## src/rtl/vec_pkg.sv

```systemverilog
// Shared types for the vector command front-end: opcode names, the queued command
// layout and the legal-opcode check.
package vec_pkg;

  localparam int unsigned vec_els_lp    = 12;
  localparam int unsigned vec_vlen_lp   = 4;
  localparam int unsigned vec_vdw_lp    = 6;
  localparam int unsigned vec_addr_w_lp = $clog2(vec_els_lp);
  localparam int unsigned vec_data_w_lp = vec_vlen_lp * vec_vdw_lp;

  typedef enum logic [3:0] {
    OP_ADD   = 4'b0000,
    OP_SUB   = 4'b0001,
    OP_MUL   = 4'b0010,
    OP_ADDS  = 4'b0100,
    OP_SUBS  = 4'b0101,
    OP_MULS  = 4'b0110,
    OP_READ  = 4'b1000,
    OP_WRITE = 4'b1001,
    OP_NOP   = 4'b1111
  } vec_op_e;

  typedef struct packed {
    vec_op_e                    op;
    logic [vec_addr_w_lp-1:0]   addr_a;
    logic [vec_addr_w_lp-1:0]   addr_b;
    logic [vec_addr_w_lp-1:0]   addr_d;
    logic [vec_vdw_lp-1:0]      scalar;
    logic [vec_data_w_lp-1:0]   w_data;
  } vec_cmd_s;

  function automatic logic is_legal_op(input logic [3:0] op);
    logic legal;
    case (op)
      OP_ADD, OP_SUB, OP_MUL, OP_ADDS, OP_SUBS, OP_MULS,
      OP_READ, OP_WRITE, OP_NOP: legal = 1'b1;
      default:                   legal = 1'b0;
    endcase
    return legal;
  endfunction

endpackage

```

## src/rtl/vec_cmd_fifo.sv

```systemverilog
// Power-of-two command FIFO with wrap-bit pointers; head entry is visible
// combinationally and only leaves when the consumer pops it.
module vec_cmd_fifo #(
  parameter int unsigned width_p = 8,
  parameter int unsigned els_p   = 4
) (
  input  logic               clk_i,
  input  logic               reset_n_i,
  input  logic               v_i,
  output logic               ready_o,
  input  logic [width_p-1:0] data_i,
  output logic               empty_o,
  output logic [width_p-1:0] data_o,
  input  logic               yumi_i
);

  localparam int unsigned ptr_w_lp = $clog2(els_p) + 1;

  logic [ptr_w_lp-1:0] wr_ptr;
  logic [ptr_w_lp-1:0] rd_ptr;
  logic [width_p-1:0]  mem [els_p];
  logic                full;
  logic                enq;
  logic                deq;

  // Full when the wrap bits differ but the index bits coincide.
  assign full    = (wr_ptr[ptr_w_lp-1] != rd_ptr[ptr_w_lp-1]) &&
                   (wr_ptr[ptr_w_lp-2:0] == rd_ptr[ptr_w_lp-2:0]);
  assign empty_o = (wr_ptr == rd_ptr);
  assign ready_o = !full;
  assign enq     = v_i && !full;
  assign deq     = yumi_i && !empty_o;
  assign data_o  = mem[rd_ptr[ptr_w_lp-2:0]];

  always_ff @(posedge clk_i or negedge reset_n_i) begin
    if (!reset_n_i) begin
      wr_ptr <= '0;
      rd_ptr <= '0;
    end else begin
      if (enq) wr_ptr <= wr_ptr + 1'b1;
      if (deq) rd_ptr <= rd_ptr + 1'b1;
    end
  end

  always_ff @(posedge clk_i) begin
    if (enq) mem[wr_ptr[ptr_w_lp-2:0]] <= data_i;
  end

endmodule

```

## src/rtl/vec_cmd_dispatch.sv

```systemverilog
// Host-side command front-end for the vector core: queues commands, issues them one at a
// time holding operands until completion, and buffers one read response.
module vec_cmd_dispatch
  import vec_pkg::*;
#(
  parameter int unsigned cmd_els_p = 4
) (
  input  logic                     clk_i,
  input  logic                     reset_n_i,
  input  logic                     v_i,
  output logic                     ready_o,
  input  logic [3:0]               op_i,
  input  logic [vec_addr_w_lp-1:0] addrA_i,
  input  logic [vec_addr_w_lp-1:0] addrB_i,
  input  logic [vec_addr_w_lp-1:0] addrD_i,
  input  logic [vec_vdw_lp-1:0]    scalar_i,
  input  logic [vec_data_w_lp-1:0] w_data_i,
  output logic                     v_o,
  output logic [vec_data_w_lp-1:0] r_data_o,
  input  logic                     yumi_i,
  output logic                     err_o,
  output logic                     busy_o,
  output logic                     core_v_o,
  input  logic                     core_ready_i,
  output logic [3:0]               core_op_o,
  output logic [vec_addr_w_lp-1:0] core_addrA_o,
  output logic [vec_addr_w_lp-1:0] core_addrB_o,
  output logic [vec_addr_w_lp-1:0] core_addrD_o,
  output logic [vec_vdw_lp-1:0]    core_scalar_o,
  output logic [vec_data_w_lp-1:0] core_w_data_o,
  input  logic                     core_done_i,
  input  logic                     core_v_i,
  input  logic [vec_data_w_lp-1:0] core_r_data_i,
  output logic                     core_yumi_o
);

  typedef enum logic {S_IDLE, S_BUSY} state_e;

  state_e   state, state_n;
  vec_cmd_s enq_cmd, head;
  logic     fifo_empty;
  logic     fifo_pop;
  logic     capture;
  logic     err_set;
  logic     resp_v;
  logic     resp_free;
  logic [vec_data_w_lp-1:0] resp_data;
  logic     err_q;

  assign enq_cmd = '{op: vec_op_e'(op_i), addr_a: addrA_i, addr_b: addrB_i,
                     addr_d: addrD_i, scalar: scalar_i, w_data: w_data_i};

  vec_cmd_fifo #(
    .width_p ($bits(vec_cmd_s)),
    .els_p   (cmd_els_p)
  ) u_fifo (
    .clk_i     (clk_i),
    .reset_n_i (reset_n_i),
    .v_i       (v_i),
    .ready_o   (ready_o),
    .data_i    (enq_cmd),
    .empty_o   (fifo_empty),
    .data_o    (head),
    .yumi_i    (fifo_pop)
  );

  assign core_op_o     = head.op;
  assign core_addrA_o  = head.addr_a;
  assign core_addrB_o  = head.addr_b;
  assign core_addrD_o  = head.addr_d;
  assign core_scalar_o = head.scalar;
  assign core_w_data_o = head.w_data;

  // A response slot is usable if empty now or drained by the host this same cycle.
  assign resp_free = !resp_v || yumi_i;

  always_ff @(posedge clk_i or negedge reset_n_i) begin
    if (!reset_n_i) state <= S_IDLE;
    else            state <= state_n;
  end

  always_comb begin
    state_n     = state;
    core_v_o    = 1'b0;
    core_yumi_o = 1'b0;
    fifo_pop    = 1'b0;
    capture     = 1'b0;
    err_set     = 1'b0;
    case (state)
      S_IDLE: begin
        if (!fifo_empty) begin
          if (!is_legal_op(head.op)) begin
            fifo_pop = 1'b1;
            err_set  = 1'b1;
          end else if (core_ready_i) begin
            core_v_o = 1'b1;
            state_n  = S_BUSY;
          end
        end
      end
      S_BUSY: begin
        if (core_done_i) begin
          if (head.op != OP_READ) begin
            fifo_pop = 1'b1;
            state_n  = S_IDLE;
          end else if (core_v_i && resp_free) begin
            capture     = 1'b1;
            core_yumi_o = 1'b1;
            fifo_pop    = 1'b1;
            state_n     = S_IDLE;
          end
        end
      end
      default: state_n = S_IDLE;
    endcase
  end

  // A capture in the same cycle as a host yumi keeps the slot occupied with new data.
  always_ff @(posedge clk_i or negedge reset_n_i) begin
    if (!reset_n_i) begin
      resp_v    <= 1'b0;
      resp_data <= '0;
      err_q     <= 1'b0;
    end else begin
      if (capture) begin
        resp_v    <= 1'b1;
        resp_data <= core_r_data_i;
      end else if (yumi_i) begin
        resp_v <= 1'b0;
      end
      if (err_set) err_q <= 1'b1;
    end
  end

  assign v_o      = resp_v;
  assign r_data_o = resp_data;
  assign err_o    = err_q;
  assign busy_o   = !fifo_empty || (state != S_IDLE);

endmodule

```

## config.mk

```make
export PLATFORM = sky130hd
export DESIGN_NAME = vec_cmd_dispatch
export DESIGN_NICKNAME = d
export VERILOG_FILES = /design/src/rtl/vec_pkg.sv /design/src/rtl/vec_cmd_fifo.sv /design/src/rtl/vec_cmd_dispatch.sv
export SDC_FILE = /design/constraint.sdc
export NUM_CORES = 1
export LEC_CHECK = 0
export BUFFER_PORTS_ARGS = -buffer_cell sky130_fd_sc_hd__buf_2
export CAP_MARGIN = 25
export CORE_MARGIN = 4
export CORE_UTILIZATION = 40
export CTS_CLUSTER_DIAMETER = 200
export DETAILED_ROUTE_END_ITERATION = 16
export GPL_ROUTABILITY_DRIVEN = 0
export SYNTH_ARGS = -nofsm -noshare
export SYNTH_HDL_FRONTEND = slang
export SYNTH_SLANG_ARGS = --single-unit
```

## constraint.sdc

```tcl
create_clock -name clk_i -period 2.4 [get_ports clk_i]
set_input_delay 0.48 -clock clk_i [delete_from_list [all_inputs] [get_ports clk_i]]
set_output_delay 0.48 -clock clk_i [all_outputs]
set_load 0.02 [all_outputs]
```

==> summary.md, run 1 <==
| Metric | Value |
|---|---|
| Grt total ovfl | `0` |
| Worst hold path class | `primary input to async pin` |
| NetSw | `roughly 4700 uW` |
| Fraction of layout cells with a size suffix above 1 | `between 50% and 60%` |
| Post-synthesis instance total | `approximately 350` |
| Commonest cells after routing, fill and taps aside | `edfxtp_1 (184), buf_2 (125), mux4_2 (46)` |
| Syn Nets | `436` |
| Layout area overhead | `30.32%` |
| Yosys reg bits | `217` |
| Synth area leaders | `edfxtp_1 (67%), mux4_2 (12%), dfrtp_1 (10%), mux2_4 (3.3%), mux2_2 (1.2%)` |
| Seq/Total Area, Yosys | `between 70% and 80%` |
| H-tree Lvls | `1` |
| Pwr Density | `about 1300 nW/um^2` |
| Hold violation total from the final report | `0` |
| Sequential cell area | `between 6000 and 7000 sq um` |
| Routed Antenna Nets | `0` |
| Crit start category | `register` |
| Detailed Route Iter0 Violations | `~210` |
| Die W | `approximately 150 um` |
| Logic pwr share | `40.5%` |
| Area leader, netlist | `edfxtp_1` |
| Fillers | `roughly 1,600` |
| RSZ-0062 raised after global routing | `true` |
| CP Class | `register to output port` |
| R2r setup slk | `~0.020 ns` |
| Clock network power share | `around 22%` |
| R2R cell count | `8` |
| Fin crit share | `112.8%` |
| Vias in the first global route | `roughly 4,400` |
| Clock latency on the worst-skew pair | `0.51 ns` |
| Diodes inserted | `0` |
| Register share of total power | `a little under two fifths` |
| Sink Count | `~220` |
| Worst-path clk slew | `0.06 ns` |
| DRC viols | `0` |
| Sw frac | `roughly 32%` |
| Core area | `about 20,000 sq um` |
| Slew HR | `50.15%` |
| Min Tclk post-route | `2.707 ns` |
| Leak pwr | `roughly 0.0041 uW` |
| Total Routing Usage GR | `roughly 14%` |
| Die ar. | `22,890 sq um` |
| Routed WL | `between 15,000 and 20,000 um` |
| Largest net degree at the start of global routing | `47` |
| Crit path arrival time | `2.23 ns` |
| FP Rows | `52` |
| YS warnings | `0` |
| Post-CTS Hold Fix Bufs | `0` |
| Antenna violations before repair | `2` |
| CTS tree | `built` |
| Required time worst endpoint | `around 1.9 ns` |
| Critical Path End Type | `output port` |
| Layout Utilization | `approximately 53%` |
| Cell Area, Synth | `between 8000 and 9000 sq um` |
| Yosys cell types | `31` |
| P_int | `approximately 10000 uW` |
| Final setup vio count | `38` |
| Die height | `approximately 150 um` |
| Total of max-cap violations | `0` |
| Avg Synthesized Cell Area | `between 20 and 25 sq um` |
| Post-DP HPWL | `about 10,000 um` |
| Share of the synthesized area in the top cell type | `between 60% and 70%` |
| WHS | `between 0.04 and 0.05 ns` |
| # nets final | `around 640` |
| Failing checks | `setup timing` |
| Drt pass-1 iters | `4` |
| Critical Path Source | `u_fifo.rd_ptr[0]$_DFFE_PN0P_` |
| Max VDD drop | `between 0.8 and 0.9 mV` |
| Vias/cell | `between 4 and 5` |
| Via count | `between 4,000 and 5,000` |
| Clk buf depth | `3` |
| Final worst setup slack | `-0.3070 ns` |
| Critical Path End | `core_yumi_o` |
| I/O pin count | `153` |
| Avg WL per Cell | `roughly 19 um` |
| R2r startpoint | `u_fifo.rd_ptr[0]$_DFFE_PN0P_` |
| Skew final | `about 0.016 ns` |
| Commonest non-fill, non-tap cell in the layout | `edfxtp_1` |
| Crit path max fanout | `6` |
| First-pass GRT wire length | `between 20,000 and 25,000 um` |
| Multi-input logic area | `1857 sq um` |
| Post-Place Worst Slack | `0.02792 ns` |
| I/O Buffers | `roughly 150` |
| Slew @ Worst Pin | `0.7478 ns` |
| Starting density of the core | `approximately two fifths` |
| Achievable frequency | `approximately 370 MHz` |
| CTS buffer count | `24` |
| Max Slew Vio Count | `0` |
| FF-to-FF End | `u_fifo.rd_ptr[1]$_DFFE_PN0P_` |
| Clock tree root driver cell | `clkbuf_16` |
| Status | `finished with violations` |
-- flip-flops by register name, indices dropped and copies added, names as in the netlist --
| signal | count |
|---|---|
| u_fifo.wr_ptr | 3 |
| u_fifo.rd_ptr | 3 |
| u_fifo.mem | 184 |
| state | 1 |
| v_o | 1 |
| r_data_o | 24 |
| err_o | 1 |
-- layer usage --
metal	share of wire (%)	wire length [um]	track usage [%]	up-vias
met3	9.4	1546	5.177	28
li1	-	-	-	1868
met5	0.20	33	0	-
met2	48	7899	22.96	153
met4	2.0	330	3.762	4
met1	40	6593	17.82	2083
-- power groups by stage --
| stage | logic [uW] | clock network (uW) | registers [uW] |
|---|---|---|---|
| floorplan | 2970 | 0 | 5460 |
| global placement | 4710 | 0 | 5380 |
| detailed placement | 4740 | 0 | 5430 |
| CTS | 5640 | 3350 | 5370 |
| global route | 6250 | 3510 | 5430 |
| finish | 5840 | 3230 | 5350 |
-- kinds of logic after synthesis --
group | Yosys count | share of synthesized area, %
simple gates | 22 | 1.676
flops | 217 | 77.34
buf+inv | 18 | 1.402
mux | 73 | 17.23
compound gates | 13 | 0.9446
fa+ha+maj | 5 | 0.7618
xor+xnor | 6 | 0.6399
-- cells in the mapped netlist --
library cell and n:
o21ai_0 4, mux2_4 18, and3_1 6, dfrtp_1 33, mux4_2 44, o21ai_1 1
mux4_1 2, and2_1 1, clkbuf_1 5, nand2_1 5, a21oi_1 2, edfxtp_1 184
buf_1 4, nor3_1 1, xnor2_1 2, xor2_1 4, nor4b_4 1, nand2b_1 1
nor2b_1 1, a21o_1 2, buf_6 2, o22ai_1 1, mux2_2 9, o31ai_1 2
a31oi_1 1, buf_12 2, inv_1 5, nor2_1 4, and4_1 1, ha_1 5
nor3_2 1
-- timing repair --
item                       CTS  global route
pin swaps                    7             3
gates cloned                 1             3
setup endpoints to repair   47           131
setup buffers               12             4
gates resized for setup     70            23
-- stage by stage --
stage	power, uW	std cells	setup TNS, ns	instance area [sq um]
after detailed placement	10170	781	0	9459
after floorplan	8430	354	-0.1154	8217
after global routing	15190	844	-10.89	10700
final	14420	844	-5.804	10700
after global placement	10090	781	0	9459
after CTS	14360	838	-9.478	10540
-- final cells by class --
| type | instances | area share (%) |
|---|---|---|
| Tap cell | 270 | 3.157 |
| Sequential cell | 217 | 59.39 |
| Multi-Input combinational cell | 119 | 17.35 |
| Timing Repair Buffer | 189 | 13.36 |
| Clock inverter | 17 | 0.8418 |
| Inverter | 5 | 0.1754 |
| Clock buffer | 27 | 5.717 |
-- worst min path at each step --
stage | from | end | cells past startpoint
floorplan | reset_n_i | err_o$_DFFE_PN0P_ | 0
global placement | err_o$_DFFE_PN0P_ | err_o$_DFFE_PN0P_ | 1
detailed placement | u_fifo.wr_ptr[2]$_DFFE_PN0P_ | u_fifo.wr_ptr[2]$_DFFE_PN0P_ | 1
CTS | reset_n_i | r_data_o[9]$_DFFE_PN0P_ | 1
global route | reset_n_i | r_data_o[5]$_DFFE_PN0P_ | 1
finish | reset_n_i | r_data_o[4]$_DFFE_PN0P_ | 1
-- critical path: stages, from the launching register on --
cell	delay, ns
dfrtp_4	0.51
buf_4	0.15
mux4_2	0.44
nor4b_4	0.26
and3_4	0.25
buf_6	0.12
Power figures use the tool's default switching activity.
==> run 2: changes to the inputs <==
CORE_ASPECT_RATIO = 0.6   (was not set)
CORE_MARGIN = 2   (was 4)
==> run 2 against run 1 <==
  * The flow still finishes with violations (setup timing)
  * Register-to-register slack improved by 0.02 ns
  * Final cell count decreased by 0.59%
  * Critical path depth increased by 1
  * Non-clock buffer count decreased by 2
  * Sequential cell count unchanged
  * Sequential share of layout area decreased by 0.097 points
  * Clock power about the same
  * Worst setup slack got worse by 0.014 ns
  * Fmax decreased by 0.50%
  * First-iteration DRC count decreased by 2.0%
  * Sequential power about the same
  * Critical path type unchanged
  * Largest power group unchanged
==> summary.md, run 2 (synthesis results as in run 1) <==
| Metric | Value |
|---|---|
| FP Rows | `40` |
| Achievable frequency | `between 300 and 400 MHz` |
| CTS buffer count | `21` |
| Status | `finished with violations` |
| Antenna violations before repair | `1` |
| Post-DP HPWL | `9840 um` |
| H-tree Lvls | `1` |
| Max Slew Vio Count | `0` |
| Fraction of layout cells with a size suffix above 1 | `a little over half` |
| WHS | `between 0.06 and 0.07 ns` |
| Met3 WL | `1154 um` |
| Post-Place Worst Slack | `-0.08696 ns` |
| Largest net degree at the start of global routing | `47` |
| Core area | `20,070 sq um` |
| Pwr Density | `~1400 nW/um^2` |
| Hold violation total from the final report | `0` |
| Sink Count | `about 220` |
| CP max stage cell | `mux4_2` |
| Layout Utilization | `approximately 53%` |
| Max VDD drop | `between 0.5 and 0.6 mV` |
| Clk buf depth | `3` |
| Grt total ovfl | `0` |
| Top Layer Used | `met4` |
| CP Cell Sequence | `mux4_2 > buf_6 > and4_4 > nor3_2 > nor2_1 > buf_4` |
| Setup_tns | `-9.654 ns` |
| Min Tclk post-route | `approximately 2.7 ns` |
| CTS tree | `built` |
| Drt pass-1 iters | `5` |
| Avg WL per Cell | `19.96 um` |
| Metal-1 WL | `slightly below 8000 um` |
| Commonest cells after routing, fill and taps aside | `edfxtp_1 (184), buf_2 (112), mux4_2 (46)` |
| # nets final | `about 630` |
| CP delay by family, top | `multiplexers` |
| Slew @ Worst Pin | `around 0.78 ns` |
| Total of max-cap violations | `0` |
| Clock latency on the worst-skew pair | `~0.49 ns` |
| Routed WL | `roughly 17,000 um` |
| Final worst setup slack | `-0.3206 ns` |
| Post-layout instance count excluding filler cells | `around 840` |
| Layout area overhead | `30.53%` |
| Worst Path Buf+Inv | `2` |
| Die W | `roughly 190 um` |
| Die ar. | `between 20,000 and 25,000 sq um` |
| Slowest Stage Delay on Critical Path | `between 0.5 and 0.6 ns` |
| # placed instances | `784` |
| Vias in the first global route | `around 4,300` |
| RSZ-0062 raised after global routing | `true` |
| Die height | `approximately 110 um` |
| Via count | `4,181` |
| I/O Buffers | `152` |
| Skew final | `roughly 0.012 ns` |
| Commonest non-fill, non-tap cell in the layout | `edfxtp_1` |
| Detailed Route Iter0 Violations | `201` |
| Fin crit share | `113.4%` |
| Starting density of the core | `40.92%` |
| Post-CTS Hold Fix Bufs | `0` |
| Leak pwr | `just over 0.004 uW` |
| Routed Antenna Nets | `0` |
| Crit path arrival time | `2.24 ns` |
| Clock tree root driver cell | `clkbuf_16` |
| Worst hold path class | `primary input to async pin` |
| Worst-path clk slew | `around 0.06 ns` |
| Total Routing Usage GR | `15.32%` |
| CP Class | `register to output port` |
| Critical Path End Type | `output port` |
| Slew HR | `48.32%` |
| Met2 wire len | `7645 um` |
| Max FFs per register | `184` |
| Final setup vio count | `between 40 and 50` |
| I/O pin count | `153` |
| Required time worst endpoint | `between 1.5 and 2 ns` |
| Vias/cell | `roughly 5.0` |
| First-pass GRT wire length | `25,060 um` |
| DRC viols | `0` |
| Crit start category | `register` |
| Crit path max fanout | `6` |
| Failing checks | `setup timing` |
-- run 2: cell types whose count changed in the layout (fill, tap and decap cells not counted), sizes merged --
cell    previous run  this run
clkinv            16         7
buf              187       184
diode              0         1
bufbuf             0         1
bufinv             0         3
clkbuf            29        28
-- run 2: where the power goes --
group | internal [uW] | switching [uW]
clock network | 1930 | 1320
logic | 2920 | 2960
registers | 5070 | 299
total | 9920 | 4580
-- run 2: metal layers --
metal,vias up,global-route usage (%)
li1,1855,-
met5,-,0
met1,2180,21.50
met3,19,4.823
met2,127,23.69
met4,0,3.542
-- run 2: area by class of cell --
cell class	instances	area, sq um
Antenna cell	1	2.502
Clock buffer	26	544.3
Clock inverter	11	130.1
Fill cell	1572	9350
Inverter	5	18.77
Multi-Input combinational cell	119	1792
Sequential cell	217	6356
Tap cell	273	341.6
Timing Repair Buffer	187	1534
-- run 2: through the flow --
step / instance area (sq um) / total power (uW)
6_report: 10720 / 14500
5_1_grt: 10720 / 15220
4_1_cts: 10560 / 14490
3_5_place_dp: 9438 / 10150
3_3_place_gp: 9438 / 10050
2_1_floorplan: 8217 / 8430
-- run 2: final timing paths --
check	start	end	slack (ns)	depth (start not counted)
max	u_fifo.rd_ptr[0]$_DFFE_PN0P_	core_v_o	-0.32	6
min	reset_n_i	r_data_o[2]$_DFFE_PN0P_	0.06	1
max reg2reg	u_fifo.rd_ptr[0]$_DFFE_PN0P_	r_data_o[1]$_DFFE_PN0P_	0.04	6
min reg2reg	err_o$_DFFE_PN0P_	err_o$_DFFE_PN0P_	0.47	1
max in group asynchronous	reset_n_i	u_fifo.rd_ptr[0]$_DFFE_PN0P_	1.76	1
min in group clk_i	w_data_i[11]	u_fifo.mem[0][11]$_DFFE_PP_	0.19	1
-- run 2: what timing repair did --
action,CTS,global route
resized for setup,84,25
pin swaps,6,0
setup endpoints to repair,72,73
setup buffers,8,4
cloned,4,2
-- run 2: worst reg2reg max path, stage by stage (launching register included) --
cell and delay (ns):
dfrtp_4 0.48, mux4_2 0.57, nor4b_4 0.32, and3_4 0.26, buf_8 0.15, clkbuf_16 0.17, mux2_4 0.30
